==> src/rtl/down_counter_timer.sv <==
// Loadable WIDTH-bit countdown timer with one-shot / auto-reload modes and a one-cycle tc pulse.
// Optional prescaler enabled by defining TIMER_PRESCALE_EN (PRESCALE en-cycles per decrement).
module down_counter_timer #(
    parameter int WIDTH    = 4,
    parameter int PRESCALE = 4
) (
    input  logic             clk,
    input  logic             rst_n,
    input  logic             en,
    input  logic             load,
    input  logic [WIDTH-1:0] load_val,
    input  logic             auto_reload,
    output logic [WIDTH-1:0] q,
    output logic             busy,
    output logic             done,
    output logic             tc
);

    typedef enum logic [1:0] {
        IDLE = 2'd0,
        RUN  = 2'd1,
        DONE = 2'd2
    } state_t;

    state_t           state;
    logic [WIDTH-1:0] reload_reg;
    logic             mode;
    logic             step;

    if (PRESCALE < 1) begin : g_prescale_check
        $error("down_counter_timer: PRESCALE must be >= 1");
    end

`ifdef TIMER_PRESCALE_EN
    localparam int PRE_W = (PRESCALE > 1) ? $clog2(PRESCALE) : 1;
    localparam logic [PRE_W-1:0] PRE_LAST = PRE_W'(PRESCALE - 1);

    logic [PRE_W-1:0] pre_cnt;

    assign step = en && (pre_cnt == PRE_LAST);

    // Prescaler only advances while counting; a load restarts the period from scratch.
    always_ff @(posedge clk or negedge rst_n) begin
        if (!rst_n) begin
            pre_cnt <= '0;
        end else if (load) begin
            pre_cnt <= '0;
        end else if (state == RUN && en) begin
            if (step) begin
                pre_cnt <= '0;
            end else begin
                pre_cnt <= pre_cnt + PRE_W'(1);
            end
        end
    end
`else
    assign step = en;
`endif

    // busy/done are registered alongside state so they always mirror it exactly.
    always_ff @(posedge clk or negedge rst_n) begin
        if (!rst_n) begin
            state      <= IDLE;
            q          <= '0;
            reload_reg <= '0;
            mode       <= 1'b0;
            busy       <= 1'b0;
            done       <= 1'b0;
            tc         <= 1'b0;
        end else begin
            tc <= 1'b0;
            if (load) begin
                q          <= load_val;
                reload_reg <= load_val;
                mode       <= auto_reload;
                done       <= 1'b0;
                if (load_val != '0) begin
                    state <= RUN;
                    busy  <= 1'b1;
                end else begin
                    state <= IDLE;
                    busy  <= 1'b0;
                end
            end else begin
                case (state)
                    RUN: begin
                        if (step) begin
                            if (q > WIDTH'(1)) begin
                                q <= q - WIDTH'(1);
                            end else if (mode) begin
                                // Periodic: jump straight to the reload value, 0 is never shown.
                                q  <= reload_reg;
                                tc <= 1'b1;
                            end else begin
                                q     <= '0;
                                tc    <= 1'b1;
                                state <= DONE;
                                busy  <= 1'b0;
                                done  <= 1'b1;
                            end
                        end
                    end
                    default: begin
                    end
                endcase
            end
        end
    end

endmodule

==> config.mk <==
export PLATFORM = sky130hd
export DESIGN_NAME = down_counter_timer
export DESIGN_NICKNAME = d
export VERILOG_FILES = /design/src/rtl/down_counter_timer.sv
export SDC_FILE = /design/constraint.sdc
export NUM_CORES = 1
export LEC_CHECK = 0
export CORE_UTILIZATION = 50
export CTS_CLUSTER_SIZE = 16
export DETAILED_ROUTE_END_ITERATION = 7
export GPL_ROUTABILITY_DRIVEN = 0
export PLACE_DENSITY_LB_ADDON = 0.15
export SLEW_MARGIN = 10
export SYNTH_ARGS = -nofsm -noshare
export SYNTH_HDL_FRONTEND = slang
export SYNTH_SLANG_ARGS = --single-unit
==> constraint.sdc <==
create_clock -name clk -period 2.8 [get_ports clk]
set_input_delay 0.28 -clock clk [delete_from_list [all_inputs] [get_ports clk]]
set_output_delay 0.28 -clock clk [all_outputs]
set_load 0.02 [all_outputs]
# Word level (Yosys, flattened, before mapping)
# Index checks and enable logic that the tools add are counted.
[totals] reg_bits=14 output_inout_bits=7 elab_cells=43 input_bits=9
[op_classes] n_lt_le_gt_ge=1 n_eq_ne=3 muxes=26 reduce_logical=5 add_sub_neg=1
[op_table] cell="4-bit 2-to-1 mux" n=5
[op_table] cell="1-bit 2-to-1 mux" n=16
[op_table] cell="2-bit 2-to-1 mux" n=5
[op_table] cell="4-bit by 1-bit greater-than comparator with 1-bit output (second input constant)" n=1
[op_table] cell="2-bit != test (second input constant)" n=2
[op_table] cell="4-bit AND reduction" n=1
[op_table] cell="2-bit nonzero test" n=2
[op_table] cell="4-bit nonzero test" n=1
[op_table] cell="4-bit by 1-bit subtractor with 4-bit output (second input constant)" n=1
[op_table] cell="2-bit by 1-bit == test with 1-bit output (second input constant)" n=1
[op_table] cell="2-bit AND reduction" n=1

# Logic depth before layout (Yosys ltp)
# Gate-level depths: netlist of run 1.
[logic_depth] word_depth=5 depth_mapped=6 depth_no_buf=5

# Least setup slack after synthesis of run 1
# Ideal clock, no wire load.
[synth_path] path_type="register to register" start="reg q[0]" end="reg q[0]" period_less_slack_ps=1595 slack_ps=1205 setup_time_ps=82 stages_incl_launch_ff=7 arrival_time_ps=1513 path_buffers=1 required_time_ps=2718 cell_sequence="dfrtp_1 inv_1 ha_1 or2_1 buf_6 a211o_1 a31oi_1"
[synth_between] elab_chain_cells=5 word_cells_on_any_way=6 classes_between="add/sub (1); order compare (1); mux (4)"
[synth_rtl] element="start, declared" line="13" source="output logic [WIDTH-1:0] q,"
[synth_rtl] element="start signal, assigned" line="73" source="q <= load_val;"
[synth_rtl] element="start signal, assigned" line="89" source="q <= q - WIDTH'(1);"
[synth_rtl] element="start signal, assigned" line="92" source="q <= reload_reg;"
[synth_rtl] element="4-bit by 1-bit subtractor with 4-bit output or 4-bit by 1-bit greater-than comparator with 1-bit output (tied branches)" line="89, 88"
[synth_rtl] element="4-bit 2-to-1 mux *" line="88" source="if (q > WIDTH'(1)) begin"
[synth_rtl] element="4-bit 2-to-1 mux *" line="87" source="if (step) begin"
[synth_rtl] element="4-bit 2-to-1 mux *" line="85" source="case (state)"
[synth_rtl] element="4-bit 2-to-1 mux *" line="72" source="if (load) begin"
# Every way passes the cells marked *; elsewhere a longest branch is shown, timed or not. The select of a mux whose other input is x is not followed.
# A chain may end at the register's enable or synchronous reset.

# Final worst setup path of run 1
[layout_path] start="reg q[3]" end="out q[3]"
# No word-level cell between the ends.

==> results of run 1 <==
-- where the power goes --
part | switching (mW) | leakage (nW) | total [mW] | internal, mW
sequential | 0.0200 | 0.145 | 0.211 | 0.191
combinational | 0.0699 | 0.216 | 0.133 | 0.0628
clock | 0.0559 | 0.0210 | 0.135 | 0.0789
-- final cells by class --
class	count	share of cell area (%)
clock buffer	4	4.26
inverter	5	2.20
multi-input combinational	47	38.6
sequential	12	35.2
tap	14	2.06
timing repair buffer	15	17.6
-- path summary, 6_finish.rpt --
path / startpoint / end / slack (ns) / cells past startpoint
worst max-delay path: q[3] / q[3] / 1.12 / 1
worst max register to register: q[0] / q[1] / 1.20 / 5
min in group clk: reload_reg[3] / reload_reg[3] / 0.52 / 1
max in group asynchronous: rst_n / q[3] / 2.08 / 1
worst min register to register: reload_reg[3] / reload_reg[3] / 0.52 / 1
worst min-delay path: rst_n / q[2] / 0.36 / 1
-- metal layers --
metal  wire (um)  part of all wire, %  up-vias  global-route usage, %
li1            -                    -      280                      -
met3          55                  4.3        2                   1.73
met1         631                   49      260                   30.5
met5           0                    0        -                      0
met4          11                 0.85        0                   7.76
met2         593                   46       19                   34.2
-- kinds of logic after synthesis --
kind of cell    Yosys count
simple gates             24
compound gates           17
flops                    12
buf+inv                   8
mux                       4
fa+ha+maj                 2
-- metrics by stage --
stage          hold WS [ns]  instance area [um^2]  power [mW]  std cells
6_report              0.360                   852       0.478         97
5_1_grt               0.398                   852       0.503         97
4_1_cts               0.374                   852       0.481         97
3_5_place_dp          0.504                   816       0.346         93
3_3_place_gp          0.495                   816       0.344         93
2_1_floorplan       -0.0156                   676       0.301         67
-- layout by cell type (no fill, tap or decap) --
master / n
a211o_1: 3
o21ai_0: 3
mux2i_1: 3
a31oi_1: 3
ha_1: 2
dfrtp_1: 12
nor2_4: 1
nor3_1: 4
o311ai_1: 1
a21o_1: 2
o31ai_1: 1
a41o_1: 1
clkdlybuf4s50_1: 15
clkbuf_8: 1
and3_1: 1
or2_1: 1
and2_1: 1
nand2b_1: 2
nor2_1: 3
a21oi_1: 1
and3b_1: 1
mux2_2: 1
nor2b_1: 3
nand4_1: 3
clkbuf_4: 3
inv_1: 5
nand3b_1: 1
a41oi_1: 1
nand2_1: 3
o41ai_1: 1
==> key figures, run 1 <==
Yosys
  • Largest family of logic cells by synthesized area: simple AND/OR/NAND/NOR gates
  • Post-synthesis mux area share: between 6 and 7%
  • Syn Area/Cell: around 10 um^2
  • Yosys reg bits: 12
  • Ranking of synthesized cells by area: dfrtp_1 44%, mux2i_1 4.4%, a211o_1 3.9%
  • Sequential-to-total area share from yosys stat: between 40% and 50%
  • Compound-Gate Fraction of Synth Area: approximately 18%
  • Xor/xnor share of the synthesized area: 0%
  • Synth Area in Simple Gates: 20.6%
  • Synth Net Count: 78
  • Area share of the largest cell type after synthesis: between 40% and 50%
  • EDFF count, synth: 0
  • Leading area contributor after synthesis: dfrtp_1
  • Synth unique cells: 29
  • Primary FF master, synth: dfrtp_1
  • Async SR Flop Fraction: 100%
  • Most instantiated library cell after synthesis: dfrtp_1
  • Post-synthesis adder-cell area fraction: 3.70%
  • Yosys warns: 0
  • Mapped Cells: between 60 and 70
  • Mapped cell area: 676 um^2
  • Most instantiated cells after synthesis: 12 x dfrtp_1, 5 x inv_1, 4 x nor3_1

Critical path
  • Crit Path Class: register to primary output
  • Crit-path max cell delay: 0.65 ns
  • Crit path buffers/inverters: 1
  • Worst EP required: ~2.5 ns
  • Cell breakdown of the critical path: clkdlybuf4s50_1
  • Max stage delay cell, worst path: clkdlybuf4s50_1
  • Worst Setup End Kind: primary output
  • Startpoint Class: register
  • Crit path max fanout: 7
  • Crit-path leading delay family: buffers and inverters
  • Arrival time worst endpoint: about 1.4 ns

Global routing
  • Largest net degree at the start of global routing: 24
  • First-pass GRT wire length: ~2.2 mm
  • Grt total ovfl: 0
  • Vias in the first global route: between 500 and 600
  • GRT Overall Usage: 21.5%
  • Initial antenna violation count: 0

Timing
  • Worst-Margin Slew: ~0.76 ns
  • Final WS setup: about 1.1 ns
  • Max-slew violations: 0
  • Final worst path period share: between 60% and 70%
  • Max Fclk: ~590 MHz
  • Post-route setup TNS: 0 ns
  • Worst-case headroom to the max-slew limit: a little under 50%
  • Final Hold Viols: 0
  • RSZ-0062 raised after global routing: no
  • Clk_skew: ~0.0087 ns
  • Final setup fails: 0
  • Final min period: between 1.5 and 2 ns

Die
  • Core ar.: approximately 1200 um^2
  • FP Rows: 12
  • Die height: about 39 um
  • Ports: 16
  • Die Width: just under 40 um
  • Die area: 1500 um^2
  • Starting Density: a little under three fifths

Power and ir drop
  • VDD IR-drop max: 0.000275 V
  • Leak: 0.382 nW
  • Pwr/cell area: around 560 nW/um^2

Clocking
  • CTS tree: built
  • Post-CTS sizing: 0
  • H-tree levels: 1
  • Hold_buf cts: 0
  • Clk_lat worst skew: about 0.27 ns
  • Clock sinks: 12
  • Post-CTS repair timing setup buffer count: 0
  • Clock transition at the registers of the reported paths: ~0.080 ns
  • CTS Root Cell: clkbuf_4
  • Clock buffer depth: 2
  • Num CTS Buffers: 3

Route
  • Number of DRC markers in iteration 0: 16
  • Wirelength per Cell: about 13 um
  • Final WL: 1.29 mm
  • DR pass1 iterations: 4
  • Vias post-DR: approximately 560
  • Drt drc: 0
  • DRT antenna net count: 0
  • Via density: slightly below 6

Finish
  • ANT cells: 0
  • Core Util, Final: a little under three quarters
  • Layout Nets: between 90 and 100
  • Multi-input gate area: ~330 um^2
  • Register area: 300 um^2
  • Share of cells above drive strength 1: about 7.2%
  • Area Growth Syn to Fin: 26.1%
  • Number of fillers in the final layout: between 90 and 100

Placed design
  • Pre-CTS setup slack: approximately 1 ns
  • Post-DP HPWL: 929 um
  • IO buf count: 15

Job
  • Total of max-cap violations: 0

Worst hold path
  • Hold Crit Class: primary input to async pin

Status
  • Outcome: finished, final reports clean
Power figures use the tool's default switching activity.
==> inputs of run 2 (changes only) <==
Settings changed: CORE_UTILIZATION 50 to 42.
Clock period 2.8 ns to 1.49 ns, I/O delays scaled along.
==> key figures, run 2 (synthesized netlist as in run 1, its figures left out) <==
Global routing
  • Grt total ovfl: 0 (unchanged)
  • GRT Overall Usage: 16.5% (-5.0 points)
  • Largest net degree at the start of global routing: 24 (unchanged)
  • Initial antenna violation count: 0 (unchanged)
  • Vias in the first global route: 548 (+8.1%)
  • First-pass GRT wire length: 2.30 mm (+4.0%)

Critical path
  • Startpoint Class: register
  • Max stage delay cell, worst path: clkdlybuf4s50_1
  • Crit-path max cell delay: 0.62 ns (-0.03 ns)
  • Worst Setup End Kind: primary output
  • Crit path buffers/inverters: 1 (unchanged)
  • Cell breakdown of the critical path: clkdlybuf4s50_1
  • Crit Path Class: register to primary output
  • Crit path from: busy
  • Crit-path leading delay family: buffers and inverters
  • Crit path max fanout: 5 (-2)
  • Arrival time worst endpoint: 1.31 ns (-0.09 ns)
  • Worst EP required: 1.34 ns (-1.18 ns)
  • R2R Path Start: q[0]

Clocking
  • H-tree levels: 1 (unchanged)
  • Clk_lat worst skew: 0.27 ns (about the same)
  • Clock sinks: 12 (unchanged)
  • Clock transition at the registers of the reported paths: 0.09 ns (about the same)
  • Hold_buf cts: 0 (unchanged)
  • Clock buffer depth: 2 (unchanged)
  • Num CTS Buffers: 3 (unchanged)
  • CTS Root Cell: clkbuf_4
  • CTS tree: built

Timing
  • Final min period: approximately 1.5 ns
  • Worst-case headroom to the max-slew limit: 81.8% (+32 points)
  • Final setup fails: 0 (unchanged)
  • RSZ-0062 raised after global routing: no
  • Final Hold Viols: 0 (unchanged)
  • Fin Hold WS: 0.0902 ns (-0.270 ns)
  • Max-slew violations: 0 (unchanged)
  • Final worst path period share: 97.6%
  • Max Fclk: roughly 700 MHz
  • Clk_skew: 0.0159 ns (+0.00729 ns)
  • Final WS setup: 0.0356 ns (-1.08 ns)
  • Worst-Margin Slew: 0.270 ns (-0.488 ns)
  • Post-route setup TNS: 0 ns (unchanged)

Placed design
  • Post-DP HPWL: 1.03 mm (+11%)
  • IO buf count: 15 (unchanged)
  • Pre-CTS setup slack: 0.0651 ns (-0.958 ns)

Power and ir drop
  • Leak: 0.413 nW (+8.2%)
  • VDD IR-drop max: 0.000624 V (+130%)
  • Pwr/cell area: 992 nW/um^2 (+77%)

Worst hold path
  • Hold Crit Class: primary input to async pin

Route
  • Drt drc: 0 (unchanged)
  • Wirelength per Cell: 12.8 um (-4.0%)
  • Vias post-DR: 569 (+1.4%)
  • Final WL: 1.34 mm (+3.9%)
  • DRT antenna net count: 0 (unchanged)
  • DR pass1 iterations: 4 (unchanged)
  • Number of DRC markers in iteration 0: 14 (-2)
  • Via density: 5.42 (-6.3%)

Die
  • Starting Density: 44.9% (-12 points)
  • Core ar.: 1510 um^2 (+27%)
  • Die area: 1770 um^2 (+18%)
  • Ports: 16 (unchanged)
  • Die height: 42.1 um (+8.6%)
  • Die Width: 42.1 um (+8.6%)
  • FP Rows: 14 (+2)

Finish
  • Layout Nets: 101 (+6.3%)
  • Share of cells above drive strength 1: 19.1% (+12 points)
  • Area Growth Syn to Fin: 35.2%
  • Most frequent cells in the layout: 13 x clkdlybuf4s50_1, 10 x dfrtp_1, 5 x buf_4
  • Commonest non-fill, non-tap cell in the layout: clkdlybuf4s50_1
  • ANT cells: 0 (unchanged)

Status
  • Outcome: finished, final reports clean

Job
  • Total of max-cap violations: 0 (unchanged)
run 2: final cells by class:
class / count / area [um^2]
clock buffer: 4 / 26.3
fill: 142 / 593
inverter: 5 / 18.8
multi-input combinational: 47 / 337
sequential: 12 / 303
tap: 16 / 20.0
timing repair buffer: 21 / 209
run 2: through the flow:
step / cells / area (um^2) / power (mW) / utilization, %
global route: 105 / 913 / 0.957 / 60.6
CTS: 103 / 893 / 0.892 / 59.3
floorplan: 67 / 683 / 0.570 / -
global placement: 99 / 868 / 0.679 / 57.6
detailed placement: 99 / 868 / 0.682 / 57.6
finish: 105 / 913 / 0.906 / 60.6
run 2: power breakdown:
group,total [mW],switching (mW),internal (mW)
Sequential,0.389,0.0283,0.360
Clock,0.213,0.110,0.103
Combinational,0.305,0.148,0.156
Total,0.906,0.286,0.620
run 2: metal layers:
metal | vias up | track usage (%) | part of all wire [%]
met5 | - | 0 | 0
met4 | 0 | 2.50 | 0
met3 | 0 | 4.31 | 3.6
met2 | 12 | 27.5 | 47
met1 | 264 | 22.2 | 49
li1 | 293 | - | -
run 2: worst reg2reg max path: cells and delay by family, from the launching register on:
family	cells	cell delay [ns]
AO/OA/AOI/OAI	2	0.42
AND/OR/NAND/NOR	1	0.27
flip-flops	1	0.45
adder cells (fa/ha/maj)	1	0.21
run 2: final timing paths:
kind | to | slack (ns) | cells past startpoint
worst max-delay path | busy | 0.04 | 1
worst min-delay path | done | 0.09 | 1
worst max register to register | q[0] | 0.08 | 4
worst min register to register | reload_reg[3] | 0.53 | 1
max in group asynchronous | reload_reg[1] | 1.00 | 2
min in group clk | mode | 0.43 | 3
run 2: repair_timing:
item,CTS,global route
setup buffers,0,2
setup endpoints to repair,1,3
resized for setup,1,2
==> inputs of run 3 (changes only) <==
Settings changed: GPL_TIMING_DRIVEN set to 0.
==> key figures, run 3 (synthesized netlist as in run 1, its figures left out) <==
Status
  • Outcome: finished, final reports clean

Critical path
  • Max stage delay cell, worst path: clkdlybuf4s50_1
  • Crit-path max cell delay: 0.60 ns (-0.02 ns)
  • Crit Path Class: register to primary output
  • Arrival time worst endpoint: 1.27 ns (-0.04 ns)
  • Crit-path leading delay family: buffers and inverters
  • Worst Setup End Kind: primary output
  • Worst EP required: 1.34 ns (about the same)
  • Cell breakdown of the critical path: clkdlybuf4s50_1
  • Crit path buffers/inverters: 1 (unchanged)
  • Startpoint Class: register
  • Crit path max fanout: 3 (-2)

Timing
  • Max Fclk: 704 MHz (+2.3%)
  • RSZ-0062 raised after global routing: no
  • Final worst path period share: 95.4% (-2.2 points)
  • Clk_skew: 0.00682 ns (-0.00913 ns)
  • Worst-case headroom to the max-slew limit: 62.5% (-19 points)
  • Final WS setup: 0.0686 ns (+0.0330 ns)
  • Final setup fails: 0 (unchanged)
  • Worst-Margin Slew: 0.561 ns (+0.291 ns)
  • Final Hold Viols: 0 (unchanged)
  • Final min period: 1.42 ns (-0.0330 ns)
  • Max-slew violations: 0 (unchanged)

Global routing
  • First-pass GRT wire length: 2.73 mm (+19%)
  • Grt total ovfl: 0 (unchanged)
  • Initial antenna violation count: 0 (unchanged)
  • GRT Overall Usage: 21.0% (+4.5 points)
  • Largest net degree at the start of global routing: 13 (-46%)
  • Vias in the first global route: 599 (+9.3%)

Route
  • Wirelength per Cell: 14.4 um (+12%)
  • Met3 wire len: 69 um (+44%)
  • Final WL: 1.55 mm (+16%)
  • Drt drc: 0 (unchanged)
  • Routed met1 length: 736 um (+12%)
  • DRT antenna net count: 0 (unchanged)
  • Met2 wire len: 707 um (+11%)
  • Via density: 5.72 (+5.6%)
  • Number of DRC markers in iteration 0: 5 (-9)
  • Highest routed layer: met4
  • DR pass1 iterations: 4 (unchanged)
  • Vias post-DR: 618 (+8.6%)

Worst hold path
  • Hold Crit Class: primary input to async pin

Die
  • Die area: 1770 um^2 (unchanged)
  • Ports: 16 (unchanged)
  • Core ar.: 1510 um^2 (unchanged)
  • Starting Density: 44.9% (unchanged)
  • Die Width: 42.1 um (unchanged)
  • Die height: 42.1 um (unchanged)
  • FP Rows: 14 (unchanged)

Clocking
  • CTS Root Cell: clkbuf_4
  • Clk_lat worst skew: 0.29 ns (+0.02 ns)
  • Clock sinks: 12 (unchanged)
  • Clock buffer depth: 2 (unchanged)
  • H-tree levels: 1 (unchanged)
  • Clock transition at the registers of the reported paths: 0.08 ns (about the same)
  • Hold_buf cts: 0 (unchanged)
  • CTS tree: built
  • Num CTS Buffers: 3 (unchanged)

Placed design
  • Placed Area: 853 um^2 (-1.7%)
  • Dpl cells: 98 (-1.0%)
  • IO buf count: 15 (unchanged)
  • Pre-CTS setup slack: -0.0116 ns (-0.0766 ns)
  • Post-DP HPWL: 1.04 mm (+1.1%)

Job
  • Total of max-cap violations: 0 (unchanged)

Finish
  • Share of cells above drive strength 1: 22.8% (+3.7 points)
  • Layout Cells excl Fill: 108 (+2.9%)
  • Layout Nets: 104 (+3.0%)
  • Area Growth Syn to Fin: 39.8%
  • Core Util, Final: 62.7% (+2.1 points)
  • Most frequent cells in the layout: 10 x dfrtp_1, 10 x clkdlybuf4s50_1, 7 x buf_4
  • ANT cells: 0 (unchanged)
  • Post-route cell area: 945 um^2 (+3.4%)

Power and ir drop
  • Pwr/cell area: 1020 nW/um^2 (+3.0%)
  • Clk pwr share: 23.5% (about the same)
  • VDD IR-drop max: 0.000583 V (-6.7%)
  • Reg power frac: 41.4% (-1.5 points)
  • Pint: 0.643 mW (+3.6%)
  • Logic pwr share: 35.1% (+1.5 points)
  • Total power: 0.965 mW (+6.5%)
  • Switch share: 33.4% (+1.8 points)
  • Leak: 0.444 nW (+7.6%)
  • Switching power: 0.322 mW (+13%)
run 3: cell count changes in the layout (fill, tap and decap cells not counted):
cell and change:
inv_2 +1, ha_4 +2, buf_2 +1, dlymetal6s2s_1 +1
buf_6 +1, dlygate4sd2_1 +2, buf_12 -1, ha_2 -2
clkdlybuf4s50_1 -3, buf_4 +2, inv_1 -1
run 3: metal layers:
metal	vias up	track usage, %
met5	-	0
li1	296	-
met2	20	30.9
met4	0	13.1
met1	297	28.5
met3	5	3.88
run 3: per-stage QoR:
stage	hold slack [ns]	setup TNS, ns
after floorplan	-0.147	0
after global placement	0.503	-0.00730
after detailed placement	0.509	-0.0142
after CTS	0.237	0
after global routing	0.274	0
final	0.217	0
run 3: worst paths after layout:
kind	from	end	slack [ns]	cells past startpoint
min reg2reg	reload_reg[3]	reload_reg[3]	0.52	1
min in group clk	auto_reload	mode	0.41	3
max reg2reg	q[0]	q[1]	0.09	4
max in group asynchronous	rst_n	q[0]	0.88	1
max	q[1]	q[1]	0.07	1
min	rst_n	done	0.22	1
run 3: timing repair:
item                                   in CTS  in global routing
setup buffers                               6                  1
setup endpoints to repair                   4                  6
pin swaps                                   2                  1
gates resized for setup                     6                  3
endpoints found under the hold margin       0                  0
run 3: final cells by class:
class,count,area [um^2]
Clock buffer,4,26.3
Inverter,5,18.8
Multi-Input combinational cell,47,357
Fill cell,136,562
Tap cell,16,20.0
Timing Repair Buffer,22,204
Sequential cell,12,303
Buffer,2,16.3
run 3: power by group through the flow:
stage	logic (mW)	registers [mW]	clock network, mW
after global placement	0.272	0.405	0
after global routing	0.369	0.404	0.247
after detailed placement	0.277	0.406	0
after CTS	0.338	0.399	0.226
after floorplan	0.145	0.425	0
final	0.339	0.399	0.227
